File: config.mk
export PLATFORM = sky130hd
export DESIGN_NAME = audio_level_meter
export DESIGN_NICKNAME = d
export VERILOG_FILES = /design/src/rtl/audio_level_meter.sv
export SDC_FILE = /design/constraint.sdc
export NUM_CORES = 1
export LEC_CHECK = 0
export CELL_PAD_IN_SITES_DETAIL_PLACEMENT = 0
export CELL_PAD_IN_SITES_GLOBAL_PLACEMENT = 1
export CORE_ASPECT_RATIO = 1.5
export CORE_UTILIZATION = 41
export CTS_CLUSTER_SIZE = 14
export DETAILED_ROUTE_END_ITERATION = 10
export PLACE_DENSITY = 0.92
export REMOVE_ABC_BUFFERS = 1
export SLEW_MARGIN = 0
export SYNTH_ARGS = -nofsm -noshare
export SYNTH_HDL_FRONTEND = slang
export SYNTH_SLANG_ARGS = --single-unit
export TNS_END_PERCENT = 10
File: constraint.sdc
create_clock -name clk_25 -period 10 [get_ports clk_25]
set_input_delay 2 -clock clk_25 [delete_from_list [all_inputs] [get_ports clk_25]]
set_output_delay 2 -clock clk_25 [all_outputs]
set_load 0.02 [all_outputs]
File: src/rtl/audio_level_meter.sv
// Audio level meter: per-frame DC removal, sum of absolute deviations, log2 bar level,
// and a decaying peak-hold level. One sample is processed per clock.
module audio_level_meter #(
    parameter int unsigned DECAY_DIV = 1250000
) (
    input  logic        clk_25,
    input  logic        rst,
    input  logic        done_in,
    input  logic [17:0] s0,
    input  logic [17:0] s1,
    input  logic [17:0] s2,
    input  logic [17:0] s3,
    input  logic [17:0] s4,
    input  logic [17:0] s5,
    input  logic [17:0] s6,
    input  logic [17:0] s7,
    input  logic [17:0] s8,
    input  logic [17:0] s9,
    input  logic [17:0] s10,
    input  logic [17:0] s11,
    input  logic [17:0] s12,
    input  logic [17:0] s13,
    input  logic [17:0] s14,
    input  logic [17:0] s15,
    output logic [3:0]  level,
    output logic        level_valid,
    output logic [3:0]  peak,
    output logic        busy,
    output logic [7:0]  drop_cnt
);

    localparam int unsigned CntW = (DECAY_DIV > 1) ? $clog2(DECAY_DIV) : 1;

    typedef enum logic [1:0] {
        StIdle,
        StSum,
        StDev,
        StQuant
    } state_e;

    state_e            state_q, state_d;
    logic              done_q;
    logic [11:0]       frame_q [16];
    logic [11:0]       samp [16];
    logic              load;
    logic [15:0]       acc_q, acc_d;
    logic [3:0]        idx_q, idx_d;
    logic [11:0]       mean_q, mean_d;
    logic [3:0]        level_q, level_d;
    logic              level_valid_q, level_valid_d;
    logic [3:0]        peak_q, peak_d;
    logic [CntW-1:0]   cnt_q, cnt_d;
    logic [7:0]        drop_q, drop_d;

    logic              frame_evt;
    logic              quant;
    logic              wrap;
    logic [11:0]       cur;
    logic [15:0]       sum;
    logic [12:0]       diff;
    logic [12:0]       mag;

    // ADC code lives in the top 12 bits; the low 6 bits are padding.
    logic unused_lsbs;
    assign unused_lsbs = ^{s0[5:0], s1[5:0], s2[5:0], s3[5:0], s4[5:0], s5[5:0],
                           s6[5:0], s7[5:0], s8[5:0], s9[5:0], s10[5:0], s11[5:0],
                           s12[5:0], s13[5:0], s14[5:0], s15[5:0]};

    always_comb begin
        samp[0]  = s0[17:6];
        samp[1]  = s1[17:6];
        samp[2]  = s2[17:6];
        samp[3]  = s3[17:6];
        samp[4]  = s4[17:6];
        samp[5]  = s5[17:6];
        samp[6]  = s6[17:6];
        samp[7]  = s7[17:6];
        samp[8]  = s8[17:6];
        samp[9]  = s9[17:6];
        samp[10] = s10[17:6];
        samp[11] = s11[17:6];
        samp[12] = s12[17:6];
        samp[13] = s13[17:6];
        samp[14] = s14[17:6];
        samp[15] = s15[17:6];
    end

    function automatic logic [3:0] msb_idx(input logic [15:0] v);
        logic [3:0] r;
        r = '0;
        for (int i = 0; i < 16; i++) begin
            if (v[i]) r = 4'(i);
        end
        return r;
    endfunction

    always_comb begin
        frame_evt     = done_in & ~done_q;
        state_d       = state_q;
        acc_d         = acc_q;
        idx_d         = idx_q;
        mean_d        = mean_q;
        level_d       = level_q;
        level_valid_d = 1'b0;
        load          = 1'b0;
        quant         = 1'b0;
        cur           = frame_q[idx_q];
        sum           = acc_q + 16'(cur);
        diff          = {1'b0, cur} - {1'b0, mean_q};
        mag           = diff[12] ? (~diff + 13'd1) : diff;

        unique case (state_q)
            StIdle: begin
                if (frame_evt) begin
                    load    = 1'b1;
                    acc_d   = '0;
                    idx_d   = '0;
                    state_d = StSum;
                end
            end
            StSum: begin
                idx_d = idx_q + 4'd1;
                if (idx_q == 4'd15) begin
                    mean_d  = sum[15:4];
                    acc_d   = '0;
                    idx_d   = '0;
                    state_d = StDev;
                end else begin
                    acc_d = sum;
                end
            end
            StDev: begin
                acc_d = acc_q + 16'(mag);
                idx_d = idx_q + 4'd1;
                if (idx_q == 4'd15) state_d = StQuant;
            end
            StQuant: begin
                level_d       = msb_idx(acc_q);
                level_valid_d = 1'b1;
                quant         = 1'b1;
                state_d       = StIdle;
            end
            default: state_d = StIdle;
        endcase
    end

    // Peak hold: a new level at or above the peak reloads it and restarts the decay period.
    always_comb begin
        wrap   = (cnt_q == CntW'(DECAY_DIV - 1));
        cnt_d  = wrap ? '0 : cnt_q + CntW'(1);
        peak_d = peak_q;
        if (quant && (level_d >= peak_q)) begin
            peak_d = level_d;
            cnt_d  = '0;
        end else if (wrap && (peak_q > level_d)) begin
            peak_d = peak_q - 4'd1;
        end
    end

    always_comb begin
        drop_d = drop_q;
        if (frame_evt && (state_q != StIdle) && (drop_q != 8'hFF)) begin
            drop_d = drop_q + 8'd1;
        end
    end

    always_ff @(posedge clk_25 or posedge rst) begin
        if (rst) begin
            state_q       <= StIdle;
            done_q        <= 1'b1;
            acc_q         <= '0;
            idx_q         <= '0;
            mean_q        <= '0;
            level_q       <= '0;
            level_valid_q <= 1'b0;
            peak_q        <= '0;
            cnt_q         <= '0;
            drop_q        <= '0;
        end else begin
            state_q       <= state_d;
            done_q        <= done_in;
            acc_q         <= acc_d;
            idx_q         <= idx_d;
            mean_q        <= mean_d;
            level_q       <= level_d;
            level_valid_q <= level_valid_d;
            peak_q        <= peak_d;
            cnt_q         <= cnt_d;
            drop_q        <= drop_d;
        end
    end

    always_ff @(posedge clk_25 or posedge rst) begin
        if (rst) begin
            for (int i = 0; i < 16; i++) frame_q[i] <= '0;
        end else if (load) begin
            for (int i = 0; i < 16; i++) frame_q[i] <= samp[i];
        end
    end

    assign level       = level_q;
    assign level_valid = level_valid_q;
    assign peak        = peak_q;
    assign busy        = (state_q != StIdle);
    assign drop_cnt    = drop_q;

endmodule

### Yosys cells after proc, flatten, opt, wreduce, memory -nomap -nowiden

Cells that the tools add are included.

| cells by class | value |
|---|---|
| add/subtract/negate cells | 8 |
| reductions and logical operators | 11 |
| $lt $le $gt $ge | 3 |
| equality and inequality tests | 9 |
| muxes and demuxes | 37 |
| bitwise operators | 4 |

Operators by type and width:

| kind | count |
|---|---|
| two-way mux 4 bit | 19 |
| binary-select mux 12 bit (select 4 bit) | 1 |
| one-hot mux 16 bit (3 select lines) | 1 |
| two-way mux 21 bit | 2 |
| two-way mux 16 bit | 2 |
| two-way mux 12 bit | 2 |
| adder 21 x 1 -> 21 bit (second input constant) | 1 |
| == test 21 bit (second input constant) | 1 |
| adder 16 x 12 -> 16 bit | 1 |
| adder 16 x 13 -> 16 bit | 1 |
| adder 13 x 1 -> 13 bit (second input constant) | 1 |
| two-way mux 13 bit | 1 |
| inverter 13 bit | 1 |
| subtractor 12 x 12 -> 13 bit | 1 |
| one-hot mux 4 bit (3 select lines) | 1 |
| adder 8 x 1 -> 8 bit (second input constant) | 1 |
| != test 8 bit (second input constant) | 1 |
| one-hot mux 2 bit (4 select lines) | 1 |
| two-way mux 2 bit | 3 |
| != test 2 bit (second input constant) | 3 |
| greater-or-equal comparator 5 bit (second input constant) | 1 |
| inverter 4 -> 5 bit | 1 |
| adder 4 x 1 -> 4 bit (second input constant) | 1 |
| == test 2 bit (second input constant) | 2 |
| other kinds (14) | 22 |

| storage, ports and cells | value |
|---|---|
| input port bits | 291 |
| bits in registers | 265 |
| word-level logic and storage cells | 98 |
| output and inout bits | 18 |

### Logic depth before layout (Yosys ltp)

Gate-level depths: netlist (run 1).

| logic depth | value |
|---|---|
| depth in word-level cells | 20 |
| depth in mapped cells | 25 |

### Worst setup path after synthesis (run 1)

OpenSTA, ideal clock, no wires.

| timing | value |
|---|---|
| path kind | reg2reg |
| from | register idx_q[0] |
| to | register acc_q[13] |
| buffers on the path | 2 |
| cell stages (with the launch flop) | 26 |
| required time | 9.862 ns |
| path slack | 4.269 ns |
| arrival | 5.593 ns |
| path through | dfrtp_1 -> clkbuf_1 -> buf_2 -> mux4_2 -> mux4_2 -> inv_1 -> ha_1 -> inv_1 -> fa_1 -> a211oi_1 -> o21bai_1 -> o22ai_1 -> o21a_1 -> o21bai_1 -> a21oi_2 -> nor2_1 -> a21o_1 -> ha_1 -> a21o_1 -> a21o_1 -> a2111oi_2 -> o21ai_1 -> a31oi_1 -> o21bai_1 -> a211oi_1 -> a21oi_1 |

| on the way | value |
|---|---|
| word-level cells in the longest chain between the ends | 10 |
| elaborated cells between the ends (all ways) | 13 |
| those cells by class | add/sub (4); eq/ne (1); mux (6); bitwise (2) |

RTL lines:

| item | line | RTL |
|---|---|---|
| start: declaration | 47 | `logic [3:0] idx_q, idx_d;` |
| start signal: assignment | 183 | `idx_q <= idx_d;` |
| inverter 4 -> 5 bit (implied by the code) | 107 | `cur = frame_q[idx_q];` |
| binary-select mux 12 bit (select 4 bit) | 107 |  |
| two-way mux 12 bit (implied by the code) (2 in a row) | 107 |  |
| subtractor 12 x 12 -> 13 bit | 109 | `diff = {1'b0, cur} - {1'b0, mean_q};` |
| inverter 13 bit | 110 | `mag = diff[12] ? (~diff + 13'd1) : diff;` |
| adder 13 x 1 -> 13 bit | 110 |  |
| two-way mux 13 bit | 110 |  |
| adder 16 x 13 -> 16 bit | 133 | `acc_d = acc_q + 16'(mag);` |
| one-hot mux 16 bit (3 select lines) (*) | 112 | `unique case (state_q)` |
| end signal: assignment | 171 | `acc_q <= '0;` |
| end signal: assignment | 182 | `acc_q <= acc_d;` |
| end: declaration | 46 | `logic [15:0] acc_q, acc_d;` |

Every way passes the cells marked *; elsewhere a longest branch is shown, timed or not. The select of a mux whose other input is x is not followed.
A chain may end at the register's enable or synchronous reset.

### Final worst setup path (run 1)

Ends and elaborated chain as after synthesis.

==> results of run 1 <==
worst max-delay path, stage by stage (launching register included):
cell       delay, ns
dfrtp_4         0.62
buf_4           0.66
mux4_2          0.61
mux4_2          0.54
ha_1            0.26
a211oi_1        0.30
o21bai_1        0.18
o22ai_1         0.26
o21a_1          0.23
o21bai_1        0.11
a21oi_2         0.40
nor2_1          0.11
a21o_1          0.18
ha_1            0.27
a21o_1          0.18
a21o_1          0.22
a2111oi_2       0.48
o21ai_1         0.18
a31oi_1         0.29
o21bai_1        0.14
a211oi_1        0.25
a21oi_1         0.06
path summary, 6_finish.rpt:
kind,endpoint,slack [ns],startpoint,cells past startpoint
max in group asynchronous,frame_q[44]$_DFFE_PP0P_,6.39,rst,3
worst min register to register,mean_q[6]$_DFFE_PP0P_,0.48,mean_q[6]$_DFFE_PP0P_,2
min in group asynchronous,frame_q[73]$_DFFE_PP0P_,1.97,rst,2
worst max-delay path,acc_q[13]$_DFFE_PP0P_,3.30,idx_q[0]$_DFFE_PP0P_,21
worst min-delay path,mean_q[6]$_DFFE_PP0P_,0.48,mean_q[6]$_DFFE_PP0P_,2
worst max register to register,acc_q[13]$_DFFE_PP0P_,3.30,idx_q[0]$_DFFE_PP0P_,21
per-stage QoR:
step / instance area, µm² / power, mW / hold WS (ns) / instances / setup WS (ns)
2_1_floorplan: 13700 / 4.18 / 0.450 / 1060 / 0.705
3_3_place_gp: 16500 / 4.83 / 0.464 / 1700 / 3.24
3_5_place_dp: 16500 / 4.95 / 0.475 / 1700 / 3.16
4_1_cts: 17300 / 5.98 / 0.483 / 1744 / 3.17
5_1_grt: 17300 / 6.38 / 0.513 / 1744 / 2.77
6_report: 17300 / 5.93 / 0.479 / 1745 / 3.30
placed cells by master (no fill, tap or decap), types with 20 or more instances in the layout:
cell,n
inv_1,38
mux2_2,193
xnor2_1,36
a21oi_1,38
ha_1,51
mux4_2,60
nor2_1,59
nand3_1,20
clkdlybuf4s50_1,212
clkbuf_16,27
dfrtp_1,262
o21ai_0,44
xor2_1,33
nand2_1,59
metal layers:
layer | GRT usage, % | part of all wire [%]
met3 | 3.60 | 5.1
met2 | 36.0 | 54
met4 | 7.47 | 3.3
met5 | 0 | 0
met1 | 21.1 | 37
registers in the layout, summed over array words and instances (netlist names):
| name | cells |
|---|---|
| frame_q | 192 |
| cnt_q | 21 |
| acc_q | 16 |
| mean_q | 12 |
| drop_cnt | 8 |
| idx_q | 4 |
| level | 4 |
| peak | 4 |
| state_q | 2 |
| done_q | 1 |
| level_valid | 1 |
layout make-up:
| class | count | area (µm²) | area share [%] |
|---|---|---|---|
| multi-input combinational | 756 | 6940 | 40.1 |
| inverter | 39 | 154 | 0.889 |
| clock buffer | 37 | 763 | 4.41 |
| tap | 420 | 526 | 3.03 |
| sequential | 265 | 6640 | 38.3 |
| antenna | 1 | 2.50 | 0.0144 |
| timing repair buffer | 220 | 2190 | 12.7 |
| clock inverter | 7 | 101 | 0.585 |
cells by family after synthesis:
group                    Yosys count  share of synthesized area, %
AO/OA/AOI/OAI                    169                          7.90
XOR/XNOR                          69                          4.34
adder cells (fa/ha/maj)           54                          5.02
buffers and inverters             89                          2.44
flip-flops                       265                          47.7
multiplexers                     255                          25.5
AND/OR/NAND/NOR                  209                          7.13
where the power goes:
group	switching, mW	internal [mW]	total, mW
clock	0.418	0.582	1.00
sequential	0.276	1.54	1.81
combinational	1.56	1.56	3.12
total	2.26	3.67	5.93
==> summary.md, run 1 <==
| Metric | Value |
|---|---|
| Largest net degree at the start of global routing | 159 |
| TritonCTS Buffers | 27 |
| DRT iter0 DRCs | 310 |
| Vias in the first global route | 10200 |
| Initial core utilization | 41.6% |
| # H-tree levels | 1 |
| Synth top cells by count | dfrtp_1, mux2_2, mux4_2 |
| Core footprint | 33400 µm² |
| Top cells by area, synth | dfrtp_1, mux2_2, mux4_2, ha_1, xnor2_1 |
| EDFF count, synth | 0 |
| Cell taking the most area after synthesis | dfrtp_1 |
| Max-cap violations | 0 |
| Total track usage | 19.1% |
| Slew Viols, Final | 0 |
| Area Growth Syn to Fin | 24.5% |
| Setup Fix Bufs, Post-CTS | 0 |
| Post-detailed-route wirelength per cell | 18.4 µm |
| Total length of routed wires | 32100 µm |
| Worst-Margin Slew | 1.09 ns |
| Yosys cell types | 61 |
| Die area | 34700 µm² |
| Fraction of layout cells with a size suffix above 1 | 23.7% |
| Seq/Total Area, Yosys | 47.7% |
| HP Class | flip-flop to flip-flop |
| Ys Warns | 0 |
| Final setup fails | 0 |
| Cells after Synth | 1110 |
| Pleak | 7.17 nW |
| Global-route wire length before repair | 52600 µm |
| Crit. End Element | flip-flop |
| Post-DP HPWL | 23000 µm |
| Async set-reset flop share out of synthesis | 100% |
| Power Density | 342 nW/µm² |
| Final critical-path required period | 6.70 ns |
| CTS tree | done |
| Period utilization | 67.0% |
| Vias per cell | 5.44 |
| Setup TNS | 0 ns |
| Fin util | 51.8% |
| Hold buffer count at CTS | 0 |
| Status | finished with violations |
| Most common cell in the netlist | dfrtp_1 |
| Post-Syn Area | 13900 µm² |
| Global route total overflow | 0 |
| Die width | 152 µm |
| Die Ht | 228 µm |
| CTS root buf | clkbuf_16 |
| Clk pin slew, worst setup/hold paths | 0.06 ns |
| Crit path launch type | flip-flop |
| Clock Path Buffers | 3 |
| FMAX | 149 MHz |
| Final antenna-violating net count | 0 |
| GP Congestion | 0.833 |
| WP data arrival | 7.12 ns |
| Worst endpoint required time | 10.42 ns |
| Crit Path Class | flip-flop to flip-flop |
| Post-cts sizing count | 0 |
| 1st-pass router iterations | 7 |
| Max Fanout on Critical Path | 38 |
| Mapped Avg Cell Area | 12.5 µm² |
| Top_reg_cell synth | dfrtp_1 |
| Fillcell total | 2925 |
| Row count | 82 |
| Unrepaired setup endpoints after global routing | false |
| Worst rel slew slack | 27.3% |
| Residual DRC | 2 |
| Yosys reg bits | 265 |
| Worst skew pair latency | 0.55 ns |
| Final nets | 1654 |
| Failing checks | DRC |
| Io pins | 309 |
| Clock Sinks | 265 |
| Via count | 9490 |
| Maximum vdd ir drop | 0.189 mV |
| Fin. Hold Viols | 0 |
| Yosys top cell area share | 47.5% |
| Port-buffer cells | 212 |
| Clk_skew | 0.0121 ns |
| Initial antenna violation count | 0 |
Note: power is estimated with default switching activity, not from simulation.
==> inputs of run 2 (changes only) <==
Clock period 10 ns to 6.7 ns, I/O delays scaled along.
==> summary.md, run 2 (synthesis gave the netlist of run 1 again) <==
| Metric | Value |
|---|---|
| Clock Sinks | 265 |
| Period utilization | 92.9% |
| WP data arrival | 6.71 ns |
| Crit path launch type | flip-flop |
| Total length of routed wires | 31700 µm |
| CP delay by family, top | compound AO/OA/AOI/OAI gates |
| Worst endpoint required time | 7.18 ns |
| Area Growth Syn to Fin | 25.0% |
| Total track usage | 18.6% |
| Worst rel slew slack | 33.2% |
| Via count | 9467 |
| Clk pin slew, worst setup/hold paths | 0.06 ns |
| Fraction of layout cells with a size suffix above 1 | 24.0% |
| Port-buffer cells | 212 |
| Die width | 152 µm |
| Max-cap violations | 0 |
| Hold buffer count at CTS | 0 |
| Final setup fails | 0 |
| Clock Path Buffers | 3 |
| Vias per cell | 5.41 |
| Flip-flop count of the largest register after layout | 192 |
| Clk_skew | 0.0183 ns |
| Status | finished with violations |
| Fillcell total | 2897 |
| Worst slack at placement | 0.485 ns |
| Worst skew pair latency | 0.54 ns |
| 1st-pass router iterations | 7 |
| TritonCTS Buffers | 26 |
| Die Ht | 228 µm |
| Slew Viols, Final | 0 |
| CTS tree | done |
| Residual DRC | 1 |
| Global-route wire length before repair | 51600 µm |
| Die area | 34700 µm² |
| Post-DP HPWL | 23400 µm |
| Buf/Inv on CP | 2 |
| # H-tree levels | 1 |
| Post-detailed-route wirelength per cell | 18.1 µm |
| Max Fanout on Critical Path | 10 |
| Commonest non-fill, non-tap cell in the layout | dfrtp_1 |
| CTS root buf | clkbuf_16 |
| Final worst slack | 0.473 ns |
| Critical-path top delay cell | mux4_2 |
| Core footprint | 33400 µm² |
| Vias in the first global route | 10100 |
| Power Density | 511 nW/µm² |
| Crit. End Element | flip-flop |
| Initial core utilization | 41.6% |
| Io pins | 309 |
| Crit Path Class | flip-flop to flip-flop |
| Most frequent cells in the layout | dfrtp_1, clkdlybuf4s50_1, mux2_2 |
| HP Class | flip-flop to flip-flop |
| Global route total overflow | 0 |
| DRT iter0 DRCs | 401 |
| Tot Pwr | 8.88 mW |
| Final antenna-violating net count | 0 |
| Failing checks | DRC |
| Largest net degree at the start of global routing | 125 |
| DP Area | 16500 µm² |
| Finished Layout Cells | 1749 |
| Final Instance Area | 17400 µm² |
| Unrepaired setup endpoints after global routing | false |
| FMAX | 161 MHz |
| Initial antenna violation count | 0 |
| Placed insts | 1705 |
| Pleak | 7.21 nW |
| Worst-Margin Slew | 0.999 ns |
| GP Congestion | 0.886 |
| Row count | 82 |
| CP max stage delay | 0.58 ns |
| Regs by FF count | frame_q: 192 flops, cnt_q: 21 flops, acc_q: 16 flops |
| Crit path cell chain | buf_4, mux4_2, mux4_2, fa_1, a211oi_1, o21bai_1, o22ai_1, o21a_1, o21bai_1, a21oi_2, buf_4, o31ai_1, xor2_1, ha_1, or2_2, a21oi_1, a311oi_1, or2_2, a21oi_1, o21ai_0, a31oi_1, a221o_1 |
| Post-cts sizing count | 0 |
| # diodes | 0 |
| Fin. Hold Viols | 0 |
| Final critical-path required period | 6.23 ns |
| Maximum vdd ir drop | 0.290 mV |
| Most flops, register | frame_q |
| Final nets | 1658 |
| Setup Fix Bufs, Post-CTS | 0 |
-- run 2: cell count changes in the layout (fill, tap and decap cells not counted) --
cell,previous run,this run
buf_12,1,2
bufinv_16,2,4
clkbuf_8,5,3
clkinv_2,0,3
clkinv_4,2,0
diode_2,1,0
inv_6,1,0
buf_4,7,11
-- run 2: layout make-up --
| cell class | count | area (µm²) | area share, % |
|---|---|---|---|
| Clock buffer | 35 | 736 | 4.23 |
| Clock inverter | 9 | 150 | 0.863 |
| Inverter | 39 | 154 | 0.885 |
| Multi-Input combinational cell | 756 | 6940 | 39.9 |
| Sequential cell | 265 | 6640 | 38.2 |
| Tap cell | 420 | 526 | 3.02 |
| Timing Repair Buffer | 225 | 2240 | 12.9 |
-- run 2: path summary, 6_finish.rpt --
check,from,slack [ns],to,depth (start not counted)
setup / recovery,idx_q[0]$_DFFE_PP0P_,0.47,acc_q[12]$_DFFE_PP0P_,22
hold / removal,mean_q[9]$_DFFE_PP0P_,0.48,mean_q[9]$_DFFE_PP0P_,2
setup reg to reg,idx_q[0]$_DFFE_PP0P_,0.47,acc_q[12]$_DFFE_PP0P_,22
hold reg to reg,mean_q[9]$_DFFE_PP0P_,0.48,mean_q[9]$_DFFE_PP0P_,2
max in group asynchronous,rst,3.98,frame_q[134]$_DFFE_PP0P_,3
min in group asynchronous,rst,1.37,cnt_q[6]$_DFF_PP0_,2
-- run 2: per-stage QoR --
stage               setup TNS, ns  hold slack [ns]  util, %
floorplan                 -512.49            0.450        -
global placement                0            0.466     49.3
detailed placement              0            0.473     49.3
CTS                             0            0.487     52.0
global route                    0            0.508     52.0
finish                          0            0.484     52.0
-- run 2: report_power, final --
group	total (mW)	switching [mW]	internal [mW]
sequential	2.70	0.412	2.29
combinational	4.65	2.31	2.34
clock	1.53	0.607	0.919
-- run 2: worst reg2reg max path, delay by kind of cell (launching register included) --
| kind | cells | cell delay, ns |
|---|---|---|
| compound gates | 13 | 2.55 |
| mux | 2 | 1.10 |
| fa+ha+maj | 2 | 0.80 |
| simple gates | 2 | 0.63 |
| flops | 1 | 0.56 |
| buf+inv | 2 | 0.40 |
| xor+xnor | 1 | 0.16 |
-- run 2: layer usage --
metal / wire (µm) / global-route usage [%] / up-vias
li1: - / - / 4444
met1: 11800 / 20.7 / 4749
met2: 17100 / 34.8 / 210
met3: 1630 / 3.58 / 64
met4: 1110 / 7.31 / 0
met5: 0 / 0 / -
